### src/rtl/multi_cycle_divider.sv
// Iterative radix-2 restoring divider: signed/unsigned 32-bit quotient and remainder.
module multi_cycle_divider #(
    parameter int unsigned WIDTH = 32,
    parameter int unsigned CNT_W = 5
) (
    input  logic             clk,
    input  logic             rst_n,
    input  logic             start,
    input  logic             sign_mode,
    input  logic             flush,
    input  logic [WIDTH-1:0] dividend,
    input  logic [WIDTH-1:0] divisor,
    output logic             busy,
    output logic             done,
    output logic [WIDTH-1:0] quotient,
    output logic [WIDTH-1:0] remainder,
    output logic             div_by_zero
);

    typedef enum logic [1:0] {
        IDLE = 2'd0,
        CALC = 2'd1,
        DONE = 2'd2
    } state_t;

    localparam logic [WIDTH-1:0] MIN_NEG  = {1'b1, {(WIDTH-1){1'b0}}};
    localparam logic [WIDTH-1:0] ALL_ONES = {WIDTH{1'b1}};
    localparam logic [CNT_W-1:0] LAST_IT  = CNT_W'(WIDTH - 1);

    state_t            state_q, state_d;
    logic [CNT_W-1:0]  cnt_q, cnt_d;
    logic [WIDTH-1:0]  rem_q, rem_d;     // partial remainder
    logic [WIDTH-1:0]  dvd_q, dvd_d;     // dividend magnitude, becomes quotient
    logic [WIDTH-1:0]  dsr_q, dsr_d;     // divisor magnitude
    logic              q_neg_q, q_neg_d;
    logic              r_neg_q, r_neg_d;
    logic              dz_q, dz_d;

    logic              busy_d, done_d, dz_out_d;
    logic [WIDTH-1:0]  quot_d, rmd_d;

    logic              a_neg, b_neg;
    logic [WIDTH-1:0]  a_mag, b_mag;
    logic [WIDTH:0]    rem_sh;
    logic              fits;
    logic [WIDTH-1:0]  diff;

    // Operand signs/magnitudes and the trial subtraction for one iteration.
    always_comb begin
        a_neg  = sign_mode & dividend[WIDTH-1];
        b_neg  = sign_mode & divisor[WIDTH-1];
        a_mag  = a_neg ? WIDTH'(~dividend + WIDTH'(1)) : dividend;
        b_mag  = b_neg ? WIDTH'(~divisor + WIDTH'(1)) : divisor;
        rem_sh = {rem_q, dvd_q[WIDTH-1]};
        fits   = (rem_sh >= {1'b0, dsr_q});
        diff   = WIDTH'(rem_sh - {1'b0, dsr_q});
    end

    // Next-state, datapath and output-register logic; flush overrides everything.
    always_comb begin
        state_d  = state_q;
        cnt_d    = cnt_q;
        rem_d    = rem_q;
        dvd_d    = dvd_q;
        dsr_d    = dsr_q;
        q_neg_d  = q_neg_q;
        r_neg_d  = r_neg_q;
        dz_d     = dz_q;
        done_d   = 1'b0;
        quot_d   = quotient;
        rmd_d    = remainder;
        dz_out_d = div_by_zero;

        if (flush) begin
            state_d = IDLE;
        end else begin
            case (state_q)
                IDLE: begin
                    if (start) begin
                        if (divisor == '0) begin
                            dvd_d   = ALL_ONES;
                            rem_d   = dividend;
                            q_neg_d = 1'b0;
                            r_neg_d = 1'b0;
                            dz_d    = 1'b1;
                            state_d = DONE;
                        end else if (sign_mode && dividend == MIN_NEG && divisor == ALL_ONES) begin
                            dvd_d   = MIN_NEG;
                            rem_d   = '0;
                            q_neg_d = 1'b0;
                            r_neg_d = 1'b0;
                            dz_d    = 1'b0;
                            state_d = DONE;
                        end else begin
                            dvd_d   = a_mag;
                            dsr_d   = b_mag;
                            rem_d   = '0;
                            q_neg_d = a_neg ^ b_neg;
                            r_neg_d = a_neg;
                            dz_d    = 1'b0;
                            cnt_d   = '0;
                            state_d = CALC;
                        end
                    end
                end
                CALC: begin
                    rem_d = fits ? diff : rem_sh[WIDTH-1:0];
                    dvd_d = {dvd_q[WIDTH-2:0], fits};
                    cnt_d = CNT_W'(cnt_q + CNT_W'(1));
                    if (cnt_q == LAST_IT) begin
                        state_d = DONE;
                    end
                end
                DONE: begin
                    quot_d   = q_neg_q ? WIDTH'(~dvd_q + WIDTH'(1)) : dvd_q;
                    rmd_d    = r_neg_q ? WIDTH'(~rem_q + WIDTH'(1)) : rem_q;
                    dz_out_d = dz_q;
                    done_d   = 1'b1;
                    state_d  = IDLE;
                end
                default: state_d = IDLE;
            endcase
        end

        busy_d = (state_d == CALC);
    end

    // State, datapath and output registers.
    always_ff @(posedge clk or negedge rst_n) begin
        if (!rst_n) begin
            state_q     <= IDLE;
            cnt_q       <= '0;
            rem_q       <= '0;
            dvd_q       <= '0;
            dsr_q       <= '0;
            q_neg_q     <= 1'b0;
            r_neg_q     <= 1'b0;
            dz_q        <= 1'b0;
            busy        <= 1'b0;
            done        <= 1'b0;
            quotient    <= '0;
            remainder   <= '0;
            div_by_zero <= 1'b0;
        end else begin
            state_q     <= state_d;
            cnt_q       <= cnt_d;
            rem_q       <= rem_d;
            dvd_q       <= dvd_d;
            dsr_q       <= dsr_d;
            q_neg_q     <= q_neg_d;
            r_neg_q     <= r_neg_d;
            dz_q        <= dz_d;
            busy        <= busy_d;
            done        <= done_d;
            quotient    <= quot_d;
            remainder   <= rmd_d;
            div_by_zero <= dz_out_d;
        end
    end

endmodule

### config.mk
export PLATFORM = sky130hd
export DESIGN_NAME = multi_cycle_divider
export DESIGN_NICKNAME = d
export VERILOG_FILES = /design/src/rtl/multi_cycle_divider.sv
export SDC_FILE = /design/constraint.sdc
export NUM_CORES = 1
export LEC_CHECK = 0
export BUFFER_PORTS_ARGS = -buffer_cell sky130_fd_sc_hd__buf_2
export CAP_MARGIN = 25
export CORE_MARGIN = 10
export CORE_UTILIZATION = 60
export CTS_CLUSTER_DIAMETER = 40
export DETAILED_ROUTE_END_ITERATION = 16
export HOLD_SLACK_MARGIN = 0.1
export PLACE_DENSITY = 0.85
export SYNTH_ARGS = -nofsm -noshare
export SYNTH_HDL_FRONTEND = slang
export SYNTH_SLANG_ARGS = --single-unit
### constraint.sdc
create_clock -name clk -period 6.21 [get_ports clk]
set_input_delay 1.242 -clock clk [delete_from_list [all_inputs] [get_ports clk]]
set_output_delay 1.242 -clock clk [all_outputs]
set_load 0.01 [all_outputs]
# --- Word level (Yosys, flattened, before mapping) ---
# Index checks and enable logic that the tools add are counted.
totals:
  ff_bits: 173
  latch_bits: 0
  ram_bits: 0
  mem_bits_ro: 0
  out_inout_bits: 67
  word_cells: 78
  memories: 0
op_classes:
  addsub: 6
  n_mul: 0
  n_div: 0
  n_lt_le_gt_ge: 1
  eq_ne: 9
  shifts: 0
  n_mux: 29
  n_bitwise: 10
  reduce_logical: 10
op_table:
  columns: ["operator", "n"]
  rows:
  - ["32-bit 2-to-1 mux", 10]
  - ["32-bit by 1-bit adder with 32-bit output, second input constant", 4]
  - ["32-bit NOT", 4]
  - ["32-bit one-hot mux with 2 select lines", 2]
  - ["32-bit == test, second input constant", 2]
  - ["33-bit by 32-bit greater-or-equal comparator with 1-bit output", 1]
  - ["32-bit logical NOT", 1]
  - ["32-bit subtractor", 1]
  - ["5-bit 2-to-1 mux", 3]
  - ["2-bit 2-to-1 mux", 5]
  - ["5-bit one-hot mux with 2 select lines", 1]
  - ["5-bit AND reduction", 2]
  - ["1-bit 2-to-1 mux", 7]
  - ["2-bit != test, second input constant", 3]
  - ["3-bit AND reduction", 2]
  - ["5-bit by 1-bit adder with 5-bit output, second input constant", 1]
  - ["5-bit == test, second input constant", 1]
  - ["2-bit by 1-bit == test with 1-bit output, second input constant", 2]
  - ["2-bit one-hot mux with 2 select lines", 1]
  - ["1-bit NOT", 3]
  - ["1-bit bitwise AND", 2]
  - ["2-bit == test, second input constant", 1]
  - ["1-bit logical AND", 2]
  - ["2-bit logical NOT", 1]
  - ["other kinds (3)", 3]

# --- Logic depth before layout (Yosys ltp) ---
depth:
  depth_word: 9
  mapped_depth: 14
  mapped_depth_nobuf: 14

# --- Worst setup path after synthesis ---
# Ideal clock, no wire load.
synth_timing:
  path_kind: "input port to flip-flop"
  start: "input port dividend[12]"
  end: "register dvd_q[0]"
  setup_time_ns: 0.138
  arrival_time_ns: 4.131
  t_required_ns: 6.072
  slack_ns: 1.941
  stages: 10
  path_buffers: 1
  path_cell_list: "or4_1 > nor4_1 > or3b_2 > or4_1 > nor3_2 > nand2b_1 > buf_2 > nor2_1 > a2111oi_0 > a21oi_1"
synth_between:
  elab_chain_len: 7
synth_lines:
  columns: ["element", "line_no", "rtl"]
  rows:
  - ["start, declared", "11", "input logic [WIDTH-1:0] dividend,"]
  - ["32-bit == test", "87", "end else if (sign_mode && dividend == MIN_NEG && divisor == ALL_ONES) begin"]
  - ["1-bit logical AND (2 in a row)", "87", null]
  - ["32-bit 2-to-1 mux", "87", null]
  - ["32-bit 2-to-1 mux", "80", "if (divisor == '0) begin"]
  - ["32-bit 2-to-1 mux", "79", "if (start) begin"]
  - ["32-bit one-hot mux with 2 select lines", "77", "case (state_q)"]
  - ["end signal, assigned", "148", "dvd_q <= dvd_d;"]
  - ["end, declared", "33", "logic [WIDTH-1:0] dvd_q, dvd_d;"]
# No other way between the ends. The select of a mux whose other input is x is not followed.
# A chain may end at the register's enable or synchronous reset.

# --- Final worst setup path ---
layout_timing:
  start: "input port dividend[12]"
  end: "register dvd_q[7]"
# Same word-level chain as after synthesis.

==> load_flow_metrics.sql <==
INSERT INTO impl_metrics (metric_group, metric, value, unit) VALUES
('clocking', 'worst_skew_pair.late_latency', '440', 'ps'),
('route', 'detail_route.drc_violations', '0', ''),
('die', 'die-area', '25530', 'µm²'),
('route', 'via_cell_ratio', '6.120', ''),
('synthesis', 'postSynth.topFlopCell', 'sky130_fd_sc_hd__dfrtp_1', ''),
('synthesis', 'yosys.area.top_type_share', '0.3693', ''),
('sta', 'slew-limit-headroom', '0.2956', ''),
('synthesis', 'synth.distinct_cells', '61', ''),
('synthesis', 'post_synth_main_area_contributors', 'sky130_fd_sc_hd__dfrtp_1, sky130_fd_sc_hd__nand2_1, sky130_fd_sc_hd__xor2_1', ''),
('global_routing', 'vias_in_the_first_global_route', '10564', ''),
('sta', 'post-route-period-util', '0.7727', ''),
('die', 'core', '19330', 'µm²'),
('final_layout', 'layout-drive-gt1-share', '0.1293', ''),
('setup_path', 'crit_required', '6510', 'ps'),
('final_layout', 'fillCellCount', '1618', ''),
('die', 'die-height', '159.8', 'µm'),
('route', 'first_iteration_detailed_routing_drc_count', '1302', ''),
('clocking', 'postCtsSetupBuffers', '0', ''),
('synthesis', 'number_of_warnings_reported_in_the_yosys_synthesis_log', '0', ''),
('setup_path', 'worst_case_reg_to_reg_path_depth', '10', ''),
('sta', 'worst_hold_slack', '472.9', 'ps'),
('clocking', 'tritoncts_num_sinks', '173', ''),
('flow_run', 'drv.max_cap_violation_count', '0', ''),
('sta', 'final_max_slew_viol_count', '0', ''),
('final_layout', 'regArea', '4329', 'µm²'),
('setup_path', 'critPathMaxStageDelay', '680', 'ps'),
('sta', 'final.setup.tns', '0', 'ps'),
('die', 'die_width', '159.8', 'µm'),
('setup_path', 'timing.critical_path.fanout_max', '20', ''),
('global_routing', 'antenna_found_initial', '3', ''),
('synthesis', 'synth_most_common_cell', 'sky130_fd_sc_hd__nand2_1', ''),
('sta', 'actual_transition_at_the_worst_max_transition_pin', '1053', 'ps'),
('synthesis', 'avgSynthCellArea', '8.024', 'µm²'),
('global_routing', 'grt_pass1_wl', '55630', 'µm'),
('clocking', 'max-clock-path-buffers', '2', ''),
('clocking', 'cts_buffers', '17', ''),
('placed_design', 'hpwlAfterDp', '26210', 'µm'),
('pwr', 'leakage', '0.005817', 'µW'),
('sta', 'hold_viol_final', '0', ''),
('synthesis', 'synth_async_sr_flop_share', '1.000', ''),
('setup_path', 'cp.depth', '10', ''),
('route', 'drtPass1Iterations', '6', ''),
('sta', 'timing.clock.skew', '10.69', 'ps'),
('sta', 'post-route-min-period', '4798', 'ps'),
('setup_path', 'worst-endpoint-arrival', '5090', 'ps'),
('hold_path', 'type_of_the_tightest_min_delay_check', 'register to register', ''),
('clocking', 'htree_levels', '4', ''),
('route', 'routed_wirelength', '34330', 'µm'),
('placed_design', 'gp_routability_congestion', '0.9573', ''),
('hold_path', 'worst_hold_path.num_cells', '2', ''),
('route', 'detailroute.via_count', '11193', ''),
('sta', 'rsz_0062_raised_after_global_routing', 'false', ''),
('outcome', 'outcome', 'complete, no violations', ''),
('sta', 'setup-violations-final', '0', ''),
('final_layout', 'multi_input_area', '6887', 'µm²'),
('placed_design', 'placedCellCount', '1795', ''),
('setup_path', 'critPathSlowestCell', 'sky130_fd_sc_hd__nand2b_1', ''),
('setup_path', 'critical_path.endpoint_type', 'register', ''),
('synthesis', 'synth_sequential_area_ratio', '0.3693', ''),
('final_layout', 'fin_nets', '1658', ''),
('setup_path', 'r2r_setup_slack', '2110', 'ps'),
('route', 'wl_per_cell', '18.77', 'µm'),
('global_routing', 'largest_net_degree_at_the_start_of_global_routing', '80', ''),
('global_routing', 'grtUsageTotal', '0.2636', ''),
('die', 'ioPinCount', '136', ''),
('clocking', 'cts_resized', '0', ''),
('final_layout', 'fin_cells', '1829', ''),
('clocking', 'cts.clk_slew.worst_paths', '60', 'ps'),
('sta', 'maxClockFrequency', '0.2084', 'GHz'),
('synthesis', 'synth.cell_area', '11720', 'µm²'),
('setup_path', 'most_common_cell_on_crit_path', 'sky130_fd_sc_hd__or4_1', '');
==> worst register-to-register path, delay by kind of cell (launching register included) <==
kind            cells  cell delay, ps
compound gates      7            2080
simple gates        2            1040
flops               1             460
fa+ha+maj           1             410
==> layout make-up <==
class,count,share of cell area
diodes,2,0.0003814
clock buffers,19,0.03299
clock inverters,13,0.008010
inverters,58,0.01659
multi-input cells,1147,0.5248
flip-flops and latches,173,0.3299
well taps,265,0.02527
repair buffers,152,0.06198
==> cell usage in the layout (no fill, tap or decap), drive strengths merged, types with 22 or more instances in the layout <==
master,count
nor2,133
nand2,221
a21oi,109
xor2,94
nand3,25
buf,152
dfrtp,173
ha,39
or4,22
nor3,30
inv,64
o21ai,167
xnor2,49
o31ai,33
==> state kept, by name (all words and copies together) (netlist names) <==
| signal | count |
|---|---|
| busy | 1 |
| dz_q | 1 |
| done | 1 |
| r_neg_q | 1 |
| quotient | 32 |
| div_by_zero | 1 |
| state_q | 2 |
| dsr_q | 32 |
| remainder | 32 |
| dvd_q | 32 |
| q_neg_q | 1 |
| rem_q | 32 |
| cnt_q | 5 |
==> worst paths after layout <==
kind                               start            end
setup / recovery            dividend[12]       dvd_q[7]
hold / removal             remainder[11]  remainder[11]
setup reg to reg               rem_q[11]      rem_q[31]
hold reg to reg            remainder[11]  remainder[11]
max in group asynchronous          rst_n       dsr_q[9]
min in group asynchronous          rst_n   quotient[15]
==> metrics by stage <==
stage | setup slack (ps) | util | power [µW]
floorplan | 1941 | - | 2887
global placement | 1190 | 0.6496 | 3382
detailed placement | 1102 | 0.6506 | 3416
CTS | 1469 | 0.6784 | 4423
global route | 1171 | 0.6785 | 4754
finish | 1412 | 0.6786 | 4465
==> layer usage <==
| metal | wire length, µm | global-route usage | vias up | part of all wire |
|---|---|---|---|---|
| li1 | - | - | 5370 | - |
| met5 | 13 | 0 | - | 0.00038 |
| met1 | 14820 | 0.3552 | 5204 | 0.43 |
| met4 | 1623 | 0.1319 | 2 | 0.047 |
| met2 | 15150 | 0.4012 | 526 | 0.44 |
| met3 | 2721 | 0.04602 | 91 | 0.079 |
==> cell families (layout without fill, tap and decap cells) <==
family                     Yosys count  count (layout)  synth area share
DFF                                173             173            0.3693
xor gates and xnor gates           143             143            0.1068
buffers and inverters              141             242           0.04557
muxes                                7               7          0.006190
other                                0               2                 0
and+or+nand+nor                    520             520            0.2020
AOI/OAI and AO/OA                  437             437            0.2268
adders and majority gates           40              40           0.04333
==> report_power, final <==
part           total, µW  internal [µW]  leakage [µW]  switching, µW
Combinational       1850            739       0.00333           1110
Clock               1010            521      0.000269            489
Sequential          1600           1290       0.00222            314
Total               4460           2550       0.00582           1920
Power figures use the tool's default switching activity.
